File: config.mk
export PLATFORM = sky130hd
export DESIGN_NAME = mmul_res_unload
export DESIGN_NICKNAME = d
export VERILOG_FILES = /design/src/rtl/mmul_pkg.sv /design/src/rtl/mmul_res_unload.sv
export SDC_FILE = /design/constraint.sdc
export NUM_CORES = 1
export LEC_CHECK = 0
export CAP_MARGIN = 20
export CORE_ASPECT_RATIO = 0.7
export CORE_MARGIN = 10
export CORE_UTILIZATION = 50
export CTS_CLUSTER_SIZE = 20
export DETAILED_ROUTE_END_ITERATION = 10
export DONT_BUFFER_PORTS = 1
export SYNTH_ARGS = -nofsm -noshare
export SYNTH_HDL_FRONTEND = slang
export SYNTH_SLANG_ARGS = --single-unit
File: constraint.sdc
create_clock -name clk -period 2.37 [get_ports clk]
set_input_delay 0.711 -clock clk [delete_from_list [all_inputs] [get_ports clk]]
set_output_delay 0.711 -clock clk [all_outputs]
set_load 0.02 [all_outputs]
File: src/rtl/mmul_pkg.sv
// Shared constants and state encoding for the Montgomery multiplier result path.
//   MMUL_N   : result width in bits
//   MMUL_W   : external bus word width in bits
//   MMUL_NW  : words per result
//   *_CW     : counter widths for the bit and word counters
package mmul_pkg;

    localparam int MMUL_N  = 256;
    localparam int MMUL_W  = 16;
    localparam int MMUL_NW = MMUL_N / MMUL_W;

    localparam int MMUL_BIT_CW  = $clog2(MMUL_N);
    localparam int MMUL_WORD_CW = $clog2(MMUL_NW);

    typedef logic [1:0] mmul_state_t;

    localparam mmul_state_t ST_IDLE    = 2'd0;
    localparam mmul_state_t ST_COLLECT = 2'd1;
    localparam mmul_state_t ST_UNLOAD  = 2'd2;

endpackage

File: src/rtl/mmul_res_unload.sv
// Result unloader: gathers a 256-bit result (bit-serial MSB-first or one
// parallel load) and streams it out as 16-bit words, LS word first, over a
// valid/ready handshake.
//
// Ports:
//   clk, rst_n          clock, async active-low reset
//   start               begin bit-serial collection (IDLE only)
//   bit_in, bit_vld     serial result bit and its qualifier
//   par_ld, par_in      parallel load strobe and value (IDLE only, wins over start)
//   wordout, word_vld   output word and valid
//   word_rdy            downstream ready
//   busy                high while collecting or unloading
//   done                one-cycle pulse after the final word handshake
//
// state    | meaning
// ---------+---------------------------------------------------
// IDLE     | waiting for start or par_ld
// COLLECT  | shifting in serial bits until 256 have arrived
// UNLOAD   | presenting reg[15:0]; shift right a word per handshake
module mmul_res_unload
    import mmul_pkg::*;
#(
    parameter int N = MMUL_N,
    parameter int W = MMUL_W
) (
    input  logic         clk,
    input  logic         rst_n,
    input  logic         start,
    input  logic         bit_in,
    input  logic         bit_vld,
    input  logic         par_ld,
    input  logic [N-1:0] par_in,
    output logic [W-1:0] wordout,
    output logic         word_vld,
    input  logic         word_rdy,
    output logic         busy,
    output logic         done
);

    localparam int NW = N / W;

    localparam logic [MMUL_BIT_CW-1:0]  BIT_TC  = MMUL_BIT_CW'(N - 1);
    localparam logic [MMUL_WORD_CW-1:0] WORD_TC = MMUL_WORD_CW'(NW - 1);

    mmul_state_t             state;
    logic [N-1:0]            sreg;
    logic [MMUL_BIT_CW-1:0]  bit_cnt;
    logic [MMUL_WORD_CW-1:0] word_cnt;

    always_ff @(posedge clk or negedge rst_n) begin
        if (!rst_n) begin
            state    <= ST_IDLE;
            sreg     <= '0;
            bit_cnt  <= '0;
            word_cnt <= '0;
            done     <= 1'b0;
        end else begin
            done <= 1'b0;
            case (state)
                ST_IDLE: begin
                    if (par_ld) begin
                        sreg     <= par_in;
                        word_cnt <= '0;
                        state    <= ST_UNLOAD;
                    end else if (start) begin
                        sreg    <= '0;
                        bit_cnt <= '0;
                        state   <= ST_COLLECT;
                    end
                end
                ST_COLLECT: begin
                    if (bit_vld) begin
                        sreg    <= {sreg[N-2:0], bit_in};
                        bit_cnt <= bit_cnt + 1'b1;
                        if (bit_cnt == BIT_TC) begin
                            word_cnt <= '0;
                            state    <= ST_UNLOAD;
                        end
                    end
                end
                ST_UNLOAD: begin
                    if (word_rdy) begin
                        sreg     <= {{W{1'b0}}, sreg[N-1:W]};
                        word_cnt <= word_cnt + 1'b1;
                        if (word_cnt == WORD_TC) begin
                            state <= ST_IDLE;
                            done  <= 1'b1;
                        end
                    end
                end
                default: state <= ST_IDLE;
            endcase
        end
    end

    // Valid is a pure function of state, so it cannot drop without a handshake.
    assign word_vld = (state == ST_UNLOAD);
    assign wordout  = word_vld ? sreg[W-1:0] : '0;
    assign busy     = (state != ST_IDLE);

endmodule

==> summary.txt <==
Status: complete, but fails checks
Failing checks: hold timing
CP Capture Type: output port
Clock Root Buffer: clkbuf_16
Yosys warnings: 0
1st-pass router iterations: 6
Initial antenna violation count: 2
FF-to-FF path depth: 8
Layout area overhead: 10.8%
Sequential element share of the synthesized area: 50.7%
HPWL Detailed: 28200 um
GRT Util Overall: 22.7%
Slowest stage cell, crit path: dfrtp_1
CP Data Required Time: 1.66 ns
Top cells by area, synth: dfrtp_1 (51%), a22oi_1 (14%), a31oi_1 (11%)
Slew margin rel.: 49.0%
Synth top area share: 50.7%
Final setup viols: 0
DRC violations left: 0
CTS tree: done
Largest net degree at the start of global routing: 272
Final Skew: 0.0186 ns
Gate Count Post-Synth: 1523
Global-route wire length before repair: 62500 um
Die width: 215 um
Syn_nets: 1792
CTS sink count: 271
Arr. time, crit path: 1.59 ns
Filler instances: 2396
Net Sw Frac: 43.0%
Syn avg cell area: 8.78 um2
# IOs: 282
Nets: 1715
Mapped Area: 13400 um2
Power Density: 1600 nW/um2
Switching pwr: 10.2 mW
Vias/cell: 6.24
Clock buffer depth: 3
Number of CTS-inserted buffers: 27
Initial core utilization: 51.5%
Comb pwr share: 43.6%
Period utilisation layout: 97.3%
CP Depth: 4
#FFs+latches synth: 271
Core box area: 26000 um2
CP Cell Sequence: inv_2, ha_4, buf_6, and2_4
Maximum clock rate: 434 MHz
IO Port Bufs: 0
DR WL/cell: 22.6 um
CP startpoint kind: register
RSZ-0062 raised after global routing: false
Max VDD drop: 0.822 mV
GRT Residual Overflow: 0
Die height: 157 um
Dominant cell type by area after synthesis: dfrtp_1
Fin Setup TNS: 0 ns
WL final: 41200 um
Layout cells sized above 1: 7.16%
Worst Tran Pin Value: 0.764 ns
Part of the power in registers: 39.0%
DR vias: 11.4k
GPL Wtd Cong: 0.832
Leakage Power: 5.85 nW
DRT antenna net count: 0
Number of global-route vias before repair: 10.9k
H-tree depth: 1
Critical path class: reg -> out
Die area: 33800 um2
Buffers & Inverters on Critical Path: 2
Crit-path max FO: 13
Cell-internal power: 13.5 mW
Crit path largest cell delay: 0.41 ns
Post-layout util: 57.0%
Initial DRC count: 1416
Reg clk slew, reported paths: 0.07 ns
Hold crit path type: in -> async
Hold WS: -0.139 ns
Clock power frac: 17.4%
Max Cap Viol: 0
Final Max Tran Viols: 0
Min Tclk post-route: 2.30 ns
CP top delay family: flip-flops
Unique masters post-synth: 32
Fin. Hold Viols: 129
Num rows: 49
Worst-Skew Late Latency: 0.54 ns
[cells in the mapped netlist]
cell,count
ha_1,6
and2_1,18
o31ai_1,1
mux2i_1,3
nand3b_1,3
a21oi_1,20
nor2b_1,4
or4_1,1
o211ai_1,2
clkbuf_1,109
nor3b_1,3
dfrtp_1,271
a31oi_1,240
nand2_1,251
or3_1,2
nor3_1,1
o21ai_0,5
a2111oi_0,1
buf_1,2
o221ai_1,1
and3_1,3
mux2_2,1
nand3_1,12
a22oi_1,256
buf_2,34
nor4_4,1
nand2b_1,3
a21o_1,1
or4b_2,2
nand4_1,3
nor2_1,257
inv_1,6
[cells in the final DEF (no fill, tap or decap), drive strengths merged, types with 2 or more instances in the layout]
master	instances
nor3b	3
nand4	3
or4b	2
a21oi	20
buf	36
a22oi	256
nand2	251
nand2b	3
mux2i	3
inv	6
a31oi	240
clkinvlp	2
clkinv	7
ha	6
nand3b	3
dfrtp	271
or3	2
nand3	12
and2	18
o211ai	2
and3	3
o21ai	5
nor2	257
clkbuf	42
nor2b	4
[worst reg2reg max path, stage by stage (launching register included)]
cell and delay (ns):
dfrtp_1 0.42, inv_1 0.10, ha_1 0.26, nor3b_1 0.20, nor4_4 0.31, buf_12 0.29
buf_12 0.28, nor2_1 0.09, a31oi_1 0.16
[final timing paths]
path / start / to / slack (ns)
max: state[0] / wordout[5] / 0.07
min reg2reg: sreg[255] / sreg[255] / 0.53
max reg2reg: state[1] / sreg[159] / 0.17
min: rst_n / word_cnt[1] / -0.14
min in group clk: word_rdy / done / 0.30
max in group asynchronous: rst_n / sreg[252] / 1.86
[metrics by stage]
| stage | total power, mW | hold slack [ns] | instance area (um2) | setup slack (ns) | std cells |
|---|---|---|---|---|---|
| floorplan | 16.1 | 0.415 | 13400 | 0.317 | 1523 |
| global placement | 18.9 | 0.427 | 13800 | 0.257 | 1770 |
| detailed placement | 19.1 | 0.426 | 13800 | 0.127 | 1770 |
| CTS | 23.5 | -0.151 | 14700 | 0.0249 | 1819 |
| global route | 25.6 | -0.163 | 14800 | 0.000920 | 1823 |
| finish | 23.8 | -0.139 | 14800 | 0.0651 | 1824 |
[state kept, by name, summed over array words and instances (netlist names)]
register,count
sreg,256
bit_cnt,8
word_cnt,4
state,2
done,1
[cells by family after synthesis]
logic type | after synthesis | synth area share (%)
muxes | 4 | 0.309
adders and majority gates | 6 | 0.561
buffers and inverters | 151 | 4.56
DFF | 271 | 50.7
AOI/OAI and AO/OA | 527 | 26.9
and+or+nand+nor | 564 | 17.0
[repair_timing]
item / 4_1_cts / 5_1_grt
pin swaps: 0 / 0
gates resized for setup: 38 / 7
gates cloned: 0 / 3
hold endpoints to repair: 271 / 271
setup endpoints to repair: 16 / 180
buffers inserted: 0 / 1
[power groups by stage]
| stage | sequential (mW) | combinational (mW) | clock, mW |
|---|---|---|---|
| global placement | 9.25 | 9.62 | 0 |
| detailed placement | 9.28 | 9.86 | 0 |
| global route | 9.53 | 11.6 | 4.41 |
| finish | 9.27 | 10.4 | 4.14 |
| CTS | 9.23 | 10.0 | 4.23 |
| floorplan | 8.37 | 7.75 | 0 |
[cell type report]
cell class | instances | area [um2] | area share [%]
sequential | 271 | 6780 | 45.8
clock inverter | 10 | 83.8 | 0.566
clock buffer | 39 | 751 | 5.07
inverter | 6 | 22.5 | 0.152
timing repair buffer | 39 | 679 | 4.58
multi-input combinational | 1101 | 6050 | 40.8
tap | 357 | 447 | 3.01
antenna | 1 | 2.50 | 0.0169
[metal layers]
layer | track usage [%] | vias up | wire, um | share of wire (%)
met5 | 0 | - | 13 | 0.032
met2 | 35.3 | 371 | 19000 | 46
met3 | 5.03 | 51 | 3130 | 7.6
li1 | - | 5409 | - | -
met1 | 31.9 | 5555 | 18300 | 44
met4 | 5.01 | 2 | 790 | 1.9
No activity file was read; power rests on OpenSTA's default activity.
